[config.mk]
export PLATFORM = sky130hd
export DESIGN_NAME = ps2_scan_input
export DESIGN_NICKNAME = d
export VERILOG_FILES = /design/src/rtl/ps2_scan_pkg.sv /design/src/rtl/ps2_frame_rx.sv /design/src/rtl/ps2_scan_input.sv
export SDC_FILE = /design/constraint.sdc
export NUM_CORES = 1
export LEC_CHECK = 0
export CAP_MARGIN = 25
export CORE_UTILIZATION = 40
export CTS_BUF_LIST = sky130_fd_sc_hd__clkbuf_16
export DETAILED_ROUTE_END_ITERATION = 10
export GPL_ROUTABILITY_DRIVEN = 1
export PLACE_DENSITY = 0.66
export SYNTH_ARGS = -nofsm -noshare
export SYNTH_HDL_FRONTEND = slang
export SYNTH_SLANG_ARGS = --single-unit
[constraint.sdc]
create_clock -name clock -period 8.1 [get_ports clock]
set_clock_uncertainty 0.2 [all_clocks]
set_input_delay 0.81 -clock clock [delete_from_list [all_inputs] [get_ports clock]]
set_output_delay 0.81 -clock clock [all_outputs]
set_load 0.05 [all_outputs]
[src/rtl/ps2_scan_pkg.sv]
// ps2_scan_pkg: definitions shared by the PS/2 scancode input block.
//   - sequencer opcodes decoded from inst[11:8]
//   - receiver FSM state encoding
//   - bit positions of the status byte, plus a helper that assembles it
`timescale 1ns/1ps
package ps2_scan_pkg;

    typedef enum logic [3:0] {
        OP_NOP = 4'h0,
        OP_RDC = 4'h1,
        OP_RDS = 4'h2,
        OP_CLR = 4'h3
    } opcode_e;

    typedef enum logic [1:0] {
        RX_IDLE  = 2'd0,
        RX_SHIFT = 2'd1,
        RX_CHECK = 2'd2
    } rx_state_e;

    localparam int unsigned STAT_OVF_BIT   = 7;
    localparam int unsigned STAT_ERR_BIT   = 6;
    localparam int unsigned STAT_EMPTY_BIT = 5;

    // Status byte: {ovf, err, empty, 0, count[3:0]}
    function automatic logic [7:0] make_status(logic ovf, logic err, logic empty,
                                               logic [3:0] count);
        logic [7:0] s;
        s                 = {4'b0000, count};
        s[STAT_OVF_BIT]   = ovf;
        s[STAT_ERR_BIT]   = err;
        s[STAT_EMPTY_BIT] = empty;
        return s;
    endfunction

endpackage

[src/rtl/ps2_frame_rx.sv]
// ps2_frame_rx: PS/2 device-to-host frame receiver.
//   clock, reset    : system clock (rising edge), async active-low reset
//   ps2_clk/data    : asynchronous PS/2 lines, 2-flop synchronized here
//   rx_byte[7:0]    : received data byte (valid while rx_valid/rx_err)
//   rx_valid        : one-cycle pulse, frame had odd parity and stop=1
//   rx_err          : one-cycle pulse, frame failed parity or stop check
// A frame stalled in SHIFT for TimeoutCycles cycles is silently dropped.
`timescale 1ns/1ps
module ps2_frame_rx
    import ps2_scan_pkg::*;
#(
    parameter int unsigned TimeoutCycles = 50000
) (
    input  logic       clock,
    input  logic       reset,
    input  logic       ps2_clk,
    input  logic       ps2_data,
    output logic [7:0] rx_byte,
    output logic       rx_valid,
    output logic       rx_err
);

    localparam int unsigned TW = $clog2(TimeoutCycles + 1);
    localparam logic [TW-1:0] TMO_LAST = TW'(TimeoutCycles - 1);

    rx_state_e     state_q, state_d;
    logic [1:0]    clk_sync_q, clk_sync_d;
    logic [1:0]    data_sync_q, data_sync_d;
    logic          clk_prev_q, clk_prev_d;
    logic [3:0]    bit_cnt_q, bit_cnt_d;
    logic [8:0]    shift_q, shift_d;
    logic          stop_q, stop_d;
    logic [TW-1:0] tmo_q, tmo_d;

    logic clk_s, data_s, fall;

    assign clk_s  = clk_sync_q[1];
    assign data_s = data_sync_q[1];
    assign fall   = clk_prev_q & ~clk_s;

    always_comb begin
        state_d     = state_q;
        clk_sync_d  = {clk_sync_q[0], ps2_clk};
        data_sync_d = {data_sync_q[0], ps2_data};
        clk_prev_d  = clk_s;
        bit_cnt_d   = bit_cnt_q;
        shift_d     = shift_q;
        stop_d      = stop_q;
        tmo_d       = tmo_q;
        rx_valid    = 1'b0;
        rx_err      = 1'b0;

        case (state_q)
            RX_IDLE: begin
                tmo_d     = '0;
                bit_cnt_d = '0;
                if (fall && !data_s) begin
                    state_d = RX_SHIFT;
                end
            end
            RX_SHIFT: begin
                if (fall) begin
                    tmo_d = '0;
                    // Samples 0..8 are data LSB first then parity, shifted in
                    // from the top; sample 9 is the stop bit.
                    if (bit_cnt_q == 4'd9) begin
                        stop_d  = data_s;
                        state_d = RX_CHECK;
                    end else begin
                        shift_d   = {data_s, shift_q[8:1]};
                        bit_cnt_d = bit_cnt_q + 4'd1;
                    end
                end else if (tmo_q == TMO_LAST) begin
                    tmo_d   = '0;
                    state_d = RX_IDLE;
                end else begin
                    tmo_d = tmo_q + TW'(1);
                end
            end
            RX_CHECK: begin
                if ((^shift_q) && stop_q) begin
                    rx_valid = 1'b1;
                end else begin
                    rx_err = 1'b1;
                end
                state_d = RX_IDLE;
            end
            default: begin
                state_d = RX_IDLE;
            end
        endcase
    end

    assign rx_byte = shift_q[7:0];

    always_ff @(posedge clock or negedge reset) begin
        if (!reset) begin
            state_q     <= RX_IDLE;
            clk_sync_q  <= '1;
            data_sync_q <= '1;
            clk_prev_q  <= 1'b1;
            bit_cnt_q   <= '0;
            shift_q     <= '0;
            stop_q      <= 1'b0;
            tmo_q       <= '0;
        end else begin
            state_q     <= state_d;
            clk_sync_q  <= clk_sync_d;
            data_sync_q <= data_sync_d;
            clk_prev_q  <= clk_prev_d;
            bit_cnt_q   <= bit_cnt_d;
            shift_q     <= shift_d;
            stop_q      <= stop_d;
            tmo_q       <= tmo_d;
        end
    end

endmodule

[src/rtl/ps2_scan_input.sv]
// ps2_scan_input: PS/2 keyboard scancode input for a sequencer.
//   clock, reset    : system clock (rising edge), async active-low reset
//   inst[11:0]      : instruction, [11:8] opcode, [7:0] ignored
//   inst_en         : instruction valid this cycle
//   out[7:0]        : registered result (RDC = FIFO head, RDS = status)
//   ps2_clk/data    : asynchronous PS/2 lines from the keyboard
// Received bytes go into a FifoDepth-entry FIFO; err/ovf are sticky flags
// cleared only by CLR or reset.
`timescale 1ns/1ps
module ps2_scan_input
    import ps2_scan_pkg::*;
#(
    parameter int unsigned FifoDepth     = 4,
    parameter int unsigned TimeoutCycles = 50000
) (
    input  logic        clock,
    input  logic        reset,
    input  logic [11:0] inst,
    input  logic        inst_en,
    output logic [7:0]  out,
    input  logic        ps2_clk,
    input  logic        ps2_data
);

    localparam int unsigned PW = $clog2(FifoDepth);
    localparam logic [3:0]    DEPTH    = 4'(FifoDepth);
    localparam logic [PW-1:0] PTR_LAST = PW'(FifoDepth - 1);

    logic [7:0]    rx_byte;
    logic          rx_valid;
    logic          rx_err;

    logic [7:0]    mem_q [FifoDepth];
    logic [7:0]    mem_d [FifoDepth];
    logic [PW-1:0] wr_ptr_q, wr_ptr_d;
    logic [PW-1:0] rd_ptr_q, rd_ptr_d;
    logic [3:0]    count_q, count_d;
    logic          err_q, err_d;
    logic          ovf_q, ovf_d;
    logic [7:0]    out_q, out_d;

    logic          empty, full, is_rdc, is_rds, is_clr;
    logic          pop, push, push_acc;
    logic          unused_imm;

    ps2_frame_rx #(
        .TimeoutCycles(TimeoutCycles)
    ) u_rx (
        .clock   (clock),
        .reset   (reset),
        .ps2_clk (ps2_clk),
        .ps2_data(ps2_data),
        .rx_byte (rx_byte),
        .rx_valid(rx_valid),
        .rx_err  (rx_err)
    );

    assign unused_imm = ^inst[7:0];

    function automatic logic [PW-1:0] ptr_next(logic [PW-1:0] p);
        return (p == PTR_LAST) ? '0 : p + PW'(1);
    endfunction

    always_comb begin
        mem_d    = mem_q;
        wr_ptr_d = wr_ptr_q;
        rd_ptr_d = rd_ptr_q;
        count_d  = count_q;
        err_d    = err_q;
        ovf_d    = ovf_q;
        out_d    = out_q;

        empty  = (count_q == 4'd0);
        full   = (count_q == DEPTH);
        is_rdc = inst_en && (inst[11:8] == OP_RDC);
        is_rds = inst_en && (inst[11:8] == OP_RDS);
        is_clr = inst_en && (inst[11:8] == OP_CLR);

        // A pop frees the slot the same cycle, so a push into a full FIFO
        // alongside a pop is accepted. CLR overrides any incoming byte.
        pop      = is_rdc && !empty;
        push     = rx_valid && !is_clr;
        push_acc = push && (!full || pop);

        if (is_rdc) begin
            out_d = empty ? 8'h00 : mem_q[rd_ptr_q];
        end else if (is_rds) begin
            out_d = make_status(ovf_q, err_q, empty, count_q);
        end

        if (is_clr) begin
            wr_ptr_d = '0;
            rd_ptr_d = '0;
            count_d  = '0;
            err_d    = 1'b0;
            ovf_d    = 1'b0;
        end else begin
            if (rx_err) begin
                err_d = 1'b1;
            end
            if (push && !push_acc) begin
                ovf_d = 1'b1;
            end
            if (pop) begin
                rd_ptr_d = ptr_next(rd_ptr_q);
            end
            if (push_acc) begin
                mem_d[wr_ptr_q] = rx_byte;
                wr_ptr_d        = ptr_next(wr_ptr_q);
            end
            if (push_acc && !pop) begin
                count_d = count_q + 4'd1;
            end else if (pop && !push_acc) begin
                count_d = count_q - 4'd1;
            end
        end
    end

    assign out = out_q;

    always_ff @(posedge clock or negedge reset) begin
        if (!reset) begin
            mem_q    <= '{default: '0};
            wr_ptr_q <= '0;
            rd_ptr_q <= '0;
            count_q  <= '0;
            err_q    <= 1'b0;
            ovf_q    <= 1'b0;
            out_q    <= 8'h00;
        end else begin
            mem_q    <= mem_d;
            wr_ptr_q <= wr_ptr_d;
            rd_ptr_q <= rd_ptr_d;
            count_q  <= count_d;
            err_q    <= err_d;
            ovf_q    <= ovf_d;
            out_q    <= out_d;
        end
    end

endmodule

== Word level (Yosys, flattened, before mapping) ==
Index checks and enable logic that the tools add are counted.
Widths: inputs -> output; s select.

* Register bits after elaboration: 87
* Bits of input ports: 17
* Output and inout port bits: 8
* Word-level logic and storage cells: 119

* $add $sub $neg: 6
* $lt $le $gt $ge: 3
* Eq/ne operators: 15
* Mux-type cells: 37
* Bitwise operators: 6
* Reductions and logical operators: 34

{| class="wikitable"
|+ Operators by type and width
! cell !! number
|-
| $mux 8 || 6
|-
| $bwmux 32 || 1
|-
| $mux 16 || 2
|-
| $pmux 16 s2 || 1
|-
| $mux 2 || 10
|-
| $mux 4 || 5
|-
| $add 16x1->16 const B || 1
|-
| $bmux 8 s2 || 1
|-
| $demux 8 s2 || 1
|-
| $eq 16x16->1 const B || 1
|-
| $logic_and 1x1->1 || 12
|-
| $reduce_and 3->1 || 4
|-
| $reduce_bool 2->1 || 6
|-
| $reduce_xor 9->1 || 1
|-
| $add 4x1->4 const B || 2
|-
| $eq 4x2->1 const B || 2
|-
| $mux 1 || 8
|-
| $pmux 4 s2 || 1
|-
| $eq 2x2->1 const B || 3
|-
| $ge 3x3->1 const B || 2
|-
| $logic_not 1->1 || 6
|-
| $not 2->3 || 2
|-
| $add 2x1->2 const B || 2
|-
| $eq 4x1->1 const B || 1
|-
| 17 further kinds || 20
|}

== Depth between registers and ports, before layout ==
* Word-level depth: 11
* Mapped depth: 12
* Gate-level depth less buffers: 12

== By module ==
A second synthesis with hierarchy kept.

* Cell total of the unflattened synthesis: 380
* Area, all modules: 4544.4 µm²

{| class="wikitable"
|+ By module, submodules not included
! module !! times used !! cells each !! area each (µm²) !! seq. area each (µm²)
|-
| ps2_scan_input || 1 || 190 || 2537.4 || 1251.2
|-
| ps2_frame_rx || 1 || 190 || 2006.9 || 932.1
|}

== Worst setup path before layout ==
Ideal clock, no wire load.

* Path kind: input -> register
* Start point: in inst[9]
* End point: reg count_q[3]
* Library setup time: 0.137 ns
* Arrival: 3.250 ns
* Data required time: 7.763 ns
* Setup slack: 4.513 ns
* Stages: 12
* Buffers on the path: 0
* Cells stage by stage: or3_1 -> nor2_1 -> o211ai_1 -> nor3_4 -> o21ai_0 -> ha_1 -> a21o_1 -> a21oi_1 -> and2_1 -> o31a_1 -> o21ai_0 -> nor3b_1

* Longest elaborated chain between the ends: 8
* Elaborated cells between the ends (all ways): 16
* Classes of those cells: 2 x eq/ne; 2 x mux; 12 x reduce/logical

{| class="wikitable"
|+ Ends and longest elaborated chain
! element !! line !! RTL
|-
| start: declaration || ps2_scan_input.sv:18 || <nowiki>input logic [11:0] inst,</nowiki>
|-
| $eq 4x2->1 or $eq 4x1->1 (tied branches) || ps2_scan_input.sv:77, ps2_scan_input.sv:75 ||
|-
| $logic_and 1x1->1, on equally long branches || ps2_scan_input.sv:77, ps2_scan_input.sv:75 ||
|-
| $logic_not 1->1 or $logic_and 1x1->1 (tied branches) || ps2_scan_input.sv:82, ps2_scan_input.sv:81 ||
|-
| $logic_and 1x1->1 or $logic_or 1x1->1 (tied branches) || ps2_scan_input.sv:82, ps2_scan_input.sv:83 ||
|-
| $logic_and 1x1->1 || ps2_scan_input.sv:83 || <nowiki>push_acc = push && (!full || pop);</nowiki>
|-
| $logic_and 1x1->1 or $logic_not 1->1 (tied branches) || ps2_scan_input.sv:111, ps2_scan_input.sv:113 ||
|-
| $mux 4 or $logic_and 1x1->1 (tied branches) || ps2_scan_input.sv:111, ps2_scan_input.sv:113 ||
|-
| $mux 4 or $reduce_bool 3->1 (tied branches) || -- ||
|-
| end signal: assignment || ps2_scan_input.sv:134 || <nowiki>count_q <= count_d;</nowiki>
|-
| end: declaration || ps2_scan_input.sv:37 || <nowiki>logic [3:0] count_q, count_d;</nowiki>
|}

Several ways; a longest one is shown, not always the timed one.
A chain may end at the register's enable or synchronous reset.

== Final worst setup path ==
Same ends and word-level chain as after synthesis.

==> flow_metrics.tcl <==
set metrics [dict create \
    outcome "complete, no violations" \
    p_comb_share_pct 26.4 \
    diodes 0 \
    grt_max_degree 81 \
    grt_first_pass_wirelength_um 12490 \
    p_int_mw 0.8889 \
    die_h_um 103.3 \
    rows 36 \
    fmax_mhz 243.9 \
    maxCapViolations 0 \
    syn_area_um2 4103 \
    place_hpwl_um 4982 \
    postCtsResizedCells 0 \
    synth_edf_count 0 \
    ant_nets 0 \
    coreArea_um2 9864 \
    cts_num_sinks 87 \
    cts_buffers 9 \
    syn_inst 343 \
    rr_startpoint "u_rx.shift_q[2]" \
    netlist-cell-type-count 46 \
    place.gp.congestion 0.8183 \
    yosysWarnings 0 \
    die_area_um2 10670 \
    detail_route.wl_per_cell_um 14.83 \
    yosys_most_used_dff "dfrtp_1" \
    drc 0 \
    finalCritPeriodShare_pct 50.62 \
    clk_latency_ns 0.34 \
    cp.required_ns 8.10 \
    p_switching_mw 0.4432 \
    antenna_found_initial 0 \
    p_clk_share_pct 30.9 \
    maxSlewViolCount 0 \
    ff2ff_setup_slack_ns 4.41 \
    cts_tree "built" \
    power_frac_seq_pct 42.7 \
    postCtsSetupRepairBufs 0 \
    overflow 0 \
    die_x_um 103.3 \
    cp_max_fo 10 \
    path_clk_slew_ns 0.07 \
    wl_um 7428 \
    worst-setup-path-type "input port to register" \
    clockRootBuffer "clkbuf_16" \
    layout_commonest_cell "dfrtp_1" \
    switching_share_pct 33.27 \
    hp-class "input port to asynchronous set/reset pin" \
    area_growth_pct 15.28 \
    portBuffers 16 \
    power_mw 1.332 \
    synth.avg_cell_area_um2 11.96 \
    fin_tns_setup_ns 0 \
    arrival_ns 4.10 \
    ys_ff_latch 87 \
    ff2ff_path_depth 12 \
    drtPass1Iterations 4 \
    fillers 873 \
    critPathLaunchType "input port" \
    clk_path_buf_depth 2 \
    drive_above_1_share_pct 22.01 \
    powerDensity_nw_per_um2 281.7 \
    grt_pass1_vias 2545 \
    worst_slew_pin_slew_ns 0.6258 \
    finalSetupViolations 0 \
    drt_iter0_markers 111 \
    final_hold_viol_count 0 \
    syn_nets 371 \
    fin_nets 392 \
    vias_per_cell 5.242 \
    r2r-end "count_q[3]" \
    finalCriticalPeriod_ns 4.100 \
    peakVddDrop_v 0.0001454 \
    globalRouteTotalUtil_pct 15.75 \
    cts_hold_buf 0 \
    seq_area_frac_synth_pct 53.22 \
    vias 2626 \
    h-tree-depth 3 \
    relSlewSlack_pct 58.28 \
    leakagePower_nw 2.151 \
    async_reset_ff_share_pct 100.0 \
    start_util_pct 41.59 \
    crit_path_end_kind "register" \
    num_io_pins 25 \
    rsz0062_at_grt "no" \
    final_cell_mix "82 x dfrtp_1, 39 x mux2_2, 35 x nor2_1" \
]
-- cell type report --
type	instances	area (um^2)	area share, %
flip-flops and latches	87	2183	46.16
multi-input cells	238	1852	39.15
clock buffers	9	225.2	4.762
repair buffers	19	200.2	4.233
well taps	133	166.4	3.519
clock inverters	6	68.82	1.455
inverters	9	33.78	0.7143
-- routing by layer --
metal	global-route usage, %	part of all wire [%]	vias up
met5	0	0	-
li1	-	-	1264
met1	21.72	50	1312
met4	7.476	1.4	0
met3	2.218	2.1	9
met2	24.72	47	41
-- through the flow --
stage / utilization [%] / hold slack (ns) / area [um^2] / worst slack [ns] / std cells
floorplan: - / 0.1452 / 4103 / 4.513 / 343
global placement: 44.69 / 0.1457 / 4408 / 3.819 / 485
detailed placement: 44.69 / 0.1473 / 4408 / 3.671 / 485
CTS: 47.67 / 0.07323 / 4702 / 3.987 / 500
global route: 47.95 / 0.07819 / 4730 / 3.627 / 501
finish: 47.95 / 0.07508 / 4730 / 4.000 / 501
-- cells in the mapped netlist, types with 7 or more instances --
cell type   n  share of area [%]
xor2_1      8                1.7
dfrtp_1    82                 50
nor2_1     35                3.2
clkbuf_1    8               0.73
o21ai_0    19                2.3
mux2_2     39                 11
ha_1       10                3.0
xnor2_1     9                1.9
inv_1       9               0.82
nand2_1    23                2.1
mux2i_1     7                1.7
mux4_2      8                4.4
a21oi_1    11                1.3
-- cells by family (layout without fill, tap and decap cells) --
logic type                 after synthesis  after routing  synth area share [%]
and+or+nand+nor                        105            105                 13.11
DFF                                     87             87                 53.22
muxes                                   56             56                 17.35
AOI/OAI and AO/OA                       48             48                 6.954
xor gates and xnor gates                18             18                 4.178
buffers and inverters                   18             43                 1.647
adders and majority gates               11             11                 3.538
-- how the worst max path moves through the flow --
stage                 start         end  cells after the start
finish              inst[9]  count_q[3]                     13
global route        inst[9]  count_q[3]                     13
CTS                 inst[9]  count_q[3]                     13
detailed placement  inst[9]  count_q[3]                     13
global placement    inst[9]  count_q[3]                     13
floorplan           inst[9]  count_q[3]                     12
-- worst max-delay path, stage by stage --
cell,delay (ns)
clkdlybuf4s50_1,0.41
or3_1,0.42
nor2_1,0.26
o211ai_1,0.23
nor3_4,0.44
o21ai_0,0.29
ha_1,0.34
a21o_1,0.11
a21oi_1,0.07
nor2_1,0.09
nor4b_1,0.32
o21ai_0,0.15
nor3b_1,0.16
-- flip-flops by register name, summed over array words and instances (netlist names) --
signal	cells
u_rx.clk_prev_q	1
u_rx.state_q	2
wr_ptr_q	2
u_rx.bit_cnt_q	4
err_q	1
u_rx.tmo_q	16
u_rx.data_sync_q	2
u_rx.clk_sync_q	2
rd_ptr_q	2
u_rx.stop_q	1
u_rx.shift_q	9
out	8
count_q	4
ovf_q	1
mem_q	32
-- power by group through the flow --
stage | combinational, mW | sequential, mW | clock [mW]
2_1_floorplan | 0.242 | 0.590 | 0
3_3_place_gp | 0.346 | 0.577 | 0
3_5_place_dp | 0.353 | 0.579 | 0
4_1_cts | 0.355 | 0.571 | 0.421
5_1_grt | 0.390 | 0.584 | 0.437
6_report | 0.352 | 0.569 | 0.411
No activity file was read; power rests on OpenSTA's default activity.
